===== src/rtl/gelu_pwl_stream.sv =====
// Multi-lane two-stage piecewise-linear GELU/ReLU with valid/ready flow control.
// Define GELU_PWL_CNT_EN to add the beat_cnt output-beat counter and its cnt_clr input.

module gelu_pwl_lane #(
  parameter int DATA_W = 8,
  parameter int FRAC_W = 5
) (
  input  logic                     clk,
  input  logic                     reset,
  input  logic                     ld1_i,
  input  logic                     ld2_i,
  input  logic                     mode1_i,
  input  logic signed [DATA_W-1:0] x_i,
  output logic signed [DATA_W-1:0] y_o
);
  localparam int EW = DATA_W + 2;
  localparam int K  = 1 << FRAC_W;
  localparam logic signed [EW-1:0]     P3K    = EW'(3 * K);
  localparam logic signed [EW-1:0]     M3K    = EW'(-3 * K);
  localparam logic signed [EW-1:0]     MK     = EW'(-K);
  localparam logic signed [EW-1:0]     MK2    = EW'(-(K / 2));
  localparam logic signed [DATA_W-1:0] NEG_K8 = DATA_W'(-(K / 8));

  typedef enum logic [2:0] {SEG_ZERO, SEG_TAIL, SEG_FLAT, SEG_KNEE, SEG_POS} seg_e;

  logic signed [EW-1:0]     xe, sum;
  seg_e                     seg_d, seg_q;
  logic signed [DATA_W-1:0] tail_d, tail_q, qtr_d, qtr_q, x_q, y_d, y_q;

  always_comb begin
    xe     = {{2{x_i[DATA_W-1]}}, x_i};
    sum    = xe + P3K;
    tail_d = DATA_W'(-(sum >>> 4));
    qtr_d  = x_i >>> 2;
    if (xe <= M3K)          seg_d = SEG_ZERO;
    else if (xe < MK)       seg_d = SEG_TAIL;
    else if (xe < MK2)      seg_d = SEG_FLAT;
    else if (x_i[DATA_W-1]) seg_d = SEG_KNEE;
    else                    seg_d = SEG_POS;
  end

  // ReLU only needs the sign, which SEG_POS already encodes.
  always_comb begin
    y_d = '0;
    if (mode1_i) begin
      if (seg_q == SEG_POS) y_d = x_q;
    end else begin
      case (seg_q)
        SEG_TAIL: y_d = tail_q;
        SEG_FLAT: y_d = NEG_K8;
        SEG_KNEE: y_d = qtr_q;
        SEG_POS:  y_d = x_q;
        default:  y_d = '0;
      endcase
    end
  end

  always_ff @(posedge clk or negedge reset) begin
    if (!reset) begin
      seg_q  <= SEG_ZERO;
      tail_q <= '0;
      qtr_q  <= '0;
      x_q    <= '0;
      y_q    <= '0;
    end else begin
      if (ld1_i) begin
        seg_q  <= seg_d;
        tail_q <= tail_d;
        qtr_q  <= qtr_d;
        x_q    <= x_i;
      end
      if (ld2_i) y_q <= y_d;
    end
  end

  assign y_o = y_q;
endmodule

module gelu_pwl_stream #(
  parameter int DATA_W = 8,
  parameter int FRAC_W = 5,
  parameter int LANES  = 4
) (
  input  logic                    clk,
  input  logic                    reset,
  input  logic                    in_valid,
  output logic                    in_ready,
  input  logic                    in_mode,
  input  logic [LANES*DATA_W-1:0] x_in,
  output logic                    out_valid,
  input  logic                    out_ready,
  output logic [LANES*DATA_W-1:0] y_out
`ifdef GELU_PWL_CNT_EN
  ,
  output logic [31:0]             beat_cnt,
  input  logic                    cnt_clr
`endif
);
  localparam int STAGES = 2;

  logic [STAGES:1] vld_d, vld_q;
  logic            mode_q;
  logic            adv1, adv2, ld1, ld2;

  // Each stage moves when empty or when its successor moves.
  always_comb begin
    adv2     = !vld_q[2] || out_ready;
    adv1     = !vld_q[1] || adv2;
    ld1      = in_valid && adv1;
    ld2      = vld_q[1] && adv2;
    vld_d[1] = adv1 ? in_valid : vld_q[1];
    vld_d[2] = adv2 ? vld_q[1] : vld_q[2];
  end

  always_ff @(posedge clk or negedge reset) begin
    if (!reset) begin
      vld_q  <= '0;
      mode_q <= 1'b0;
    end else begin
      vld_q <= vld_d;
      if (ld1) mode_q <= in_mode;
    end
  end

  assign in_ready  = adv1;
  assign out_valid = vld_q[STAGES];

  for (genvar i = 0; i < LANES; i++) begin : g_lane
    gelu_pwl_lane #(.DATA_W(DATA_W), .FRAC_W(FRAC_W)) u_lane (
      .clk     (clk),
      .reset   (reset),
      .ld1_i   (ld1),
      .ld2_i   (ld2),
      .mode1_i (mode_q),
      .x_i     (x_in[i*DATA_W +: DATA_W]),
      .y_o     (y_out[i*DATA_W +: DATA_W])
    );
  end

`ifdef GELU_PWL_CNT_EN
  logic [31:0] cnt_d, cnt_q;

  always_comb begin
    cnt_d = cnt_q;
    if (cnt_clr)                     cnt_d = '0;
    else if (out_valid && out_ready) cnt_d = cnt_q + 32'd1;
  end

  always_ff @(posedge clk or negedge reset) begin
    if (!reset) cnt_q <= '0;
    else        cnt_q <= cnt_d;
  end

  assign beat_cnt = cnt_q;
`endif
endmodule


===== config.mk =====
export PLATFORM = sky130hd
export DESIGN_NAME = gelu_pwl_stream
export DESIGN_NICKNAME = d
export VERILOG_FILES = /design/src/rtl/gelu_pwl_stream.sv
export SDC_FILE = /design/constraint.sdc
export NUM_CORES = 1
export LEC_CHECK = 0
export ABC_AREA = 0
export CORE_ASPECT_RATIO = 1.75
export CORE_MARGIN = 2
export CORE_UTILIZATION = 55
export DETAILED_ROUTE_END_ITERATION = 7
export PLACE_DENSITY_LB_ADDON = 0.05
export SLEW_MARGIN = 20
export SYNTH_ARGS = -nofsm -noshare
export SYNTH_HDL_FRONTEND = slang
export SYNTH_SLANG_ARGS = --single-unit

===== constraint.sdc =====
create_clock -name clk -period 2.3 [get_ports clk]
set_clock_uncertainty 0.15 [all_clocks]
set_input_delay 0.23 -clock clk [delete_from_list [all_inputs] [get_ports clk]]
set_output_delay 0.23 -clock clk [all_outputs]
set_load 0.005 [all_outputs]

==> flow_metrics.tcl <==
set metrics [dict create \
    status "finished clean" \
    antenna_found_initial 0 \
    period_share_pct 77.7 \
    numCtsBuffers 9 \
    yosys.cell_count.top_type "nand2_1" \
    cts.sinks 107 \
    yosysTopAreaCell "dfrtp_1" \
    peakVddDrop_mv 0.504 \
    critical_path_required_ns 1.92 \
    r2r-start "g_lane[2].u_lane.seg_q[1]" \
    syn-num-nets 581 \
    avgViaCountPerCell 5.46 \
    gr-total-overflow 0 \
    antenna_cells 0 \
    p_clk_share_pct 31.5 \
    end_kind "primary output" \
    hold_viol 0 \
    yosys-top-cells-count "129 x nand2_1, 107 x dfrtp_1, 42 x o21ai_0" \
    path_max_fanout 4 \
    placementRows 47 \
    cap_violations 0 \
    rrSetupSlack_ns 0.71 \
    route.vias.total 3918 \
    cts_resized 0 \
    worst_slack_ns 0.513 \
    ys_seq_elements 107 \
    hp-class "input port to asynchronous set/reset pin" \
    rsz0062_at_grt "no" \
    coreArea_sq_um 9410 \
    cts_root_buf "clkbuf_16" \
    internal_power_uw 3750 \
    reg2regPathDepth 3 \
    seqPwrFrac_pct 46.8 \
    first_global_vias 4014 \
    netlist_instances 528 \
    ant_nets 0 \
    yosysWarnings 0 \
    numPortBuffers 70 \
    synth-edff-count 0 \
    ios 71 \
    drt_pre_antenna_iters 4 \
    cp-start-kind "register" \
    drv_slew 0 \
    cts_setup_buffers 0 \
    syn_to_final_growth_pct 21.8 \
    worst_pin_slew_ns 0.577 \
    path_class "register to primary output" \
    start_util_pct 56.2 \
    switching_share_pct 27.5 \
    tritoncts "built" \
    synth_flop_cell "dfrtp_1" \
    synthTopCellsByArea "dfrtp_1 51%, nand2_1 9.2%, mux2_2 4.9%, o21ai_0 4.0%, ha_1 3.8%" \
    die_w_um 78.1 \
    p_sw_uw 1420 \
    gp_congestion 0.828 \
    clockBufferDepth 2 \
    synth-async-reset-ratio_pct 100 \
    worst_ep_arrival_time_ns 1.41 \
    clk_pin_slew_ns 0.07 \
    grt_pass1_wl_um 18500 \
    ys_types 38 \
    clk_latency_ns 0.34 \
    synth_top_area_share_pct 50.7 \
    synth_area_sq_um 5290 \
    drt_iter0_markers 191 \
    syn_area_per_cell_sq_um 10.0 \
    final_nets 644 \
    seq_area_frac_synth_pct 50.7 \
    dpl.hpwl_um 7930 \
    drc 0 \
    finalCriticalPeriod_ns 1.79 \
    fmax_mhz 560 \
    h-tree-depth 3 \
    tns_ns 0 \
    p_leak_uw 0.00281 \
    reg2reg_to "g_lane[2].u_lane.y_o[1]" \
    setup_viol_count_final 0 \
    track_usage_pct 22.0 \
    grt_max_degree 49 \
    hold_buffers 1 \
    die_area_sq_um 10400 \
    drive_gt1_share_pct 11.1 \
    drt_wl_total_um 10600 \
    wl_per_cell_um 14.8 \
    chipHeight_um 134 \
    combPwrFrac_pct 21.7 \
    power.density_nw_per_um2 802 \
    max-slew-margin-rel_pct 61.6 \
    post-place-ws_ns 0.263 \
]
==> routing by layer <==
metal  GRT usage [%]  vias up  part of all wire [%]
met5               0        -                     0
met4            7.89        0                   1.8
met3            3.46       15                   2.6
met2            40.5       60                    56
met1            25.6     1878                    40
li1                -     1965                     -
==> sequential cells by signal (all words and copies together), names as in the netlist <==
signal and flops:
g_lane.u_lane.x_q 32, g_lane.u_lane.y_o 32, g_lane.u_lane.tail_q 28, g_lane.u_lane.seg_q 12, vld_q 2, mode_q 1
==> worst max-delay path by stage <==
| stage | end | from | slack, ns |
|---|---|---|---|
| after global placement | g_lane[3].u_lane.tail_q[4] | x_in[29] | 0.34 |
| after detailed placement | g_lane[3].u_lane.tail_q[4] | x_in[29] | 0.26 |
| after CTS | in_ready | vld_q[1] | 0.50 |
| after floorplan | g_lane[0].u_lane.y_o[0] | g_lane[0].u_lane.seg_q[1] | 0.89 |
| final | in_ready | vld_q[1] | 0.51 |
| after global routing | in_ready | vld_q[1] | 0.46 |
==> worst max-delay path: stages (launching register included) <==
cell,delay [ns]
dfrtp_1,0.43
nand3b_4,0.13
clkdlybuf4s50_1,0.51
==> kinds of logic (layout without fill, tap and decap cells) <==
| group | after synthesis | after routing | share of synthesized area (%) |
|---|---|---|---|
| compound gates | 134 | 134 | 16.6 |
| xor+xnor | 16 | 16 | 2.93 |
| fa+ha+maj | 16 | 16 | 3.79 |
| buf+inv | 42 | 110 | 3.76 |
| flops | 107 | 107 | 50.7 |
| mux | 23 | 23 | 4.90 |
| simple gates | 190 | 190 | 17.3 |
==> power groups by stage <==
stage               combinational [uW]  sequential, uW  clock [uW]
CTS                               1140            2420        1660
global placement                  1100            2440           0
finish                            1120            2420        1630
detailed placement                1130            2450           0
floorplan                          679            2370           0
global route                      1260            2460        1730
==> metrics by stage <==
step	power [uW]	hold WS, ns	instances	cell area [sq um]	util, %
6_report	5170	0.266	718	6440	68.4
5_1_grt	5450	0.281	718	6440	68.4
4_1_cts	5210	0.259	718	6440	68.4
3_5_place_dp	3590	0.114	701	6110	65.0
3_3_place_gp	3540	0.111	701	6110	65.0
2_1_floorplan	3050	-0.216	528	5290	-
==> area by class of cell <==
type,count,area (sq um)
fillers,790,2970
clock inverters,7,92.6
clock buffers,9,225
well taps,122,153
repair buffers,79,818
inverters,15,56.3
flip-flops and latches,107,2680
multi-input cells,379,2420
==> cell usage in the layout (no fill, tap or decap), drive strengths merged, types with 2 or more instances in the layout <==
master	instances
nor3b	4
nor4	3
ha	16
nand2b	17
a31oi	2
nand3	17
o21ai	70
nor2	5
clkdlybuf4s50	69
xnor2	8
a32oi	8
buf	9
nor2b	8
clkinv	5
clkbuf	9
nand2	130
inv	15
o31ai	4
a22o	22
bufinv	2
a21oi	2
a22oi	24
mux2	23
xor2	8
dfrtp	107
(Power assumes the default switching activity.)
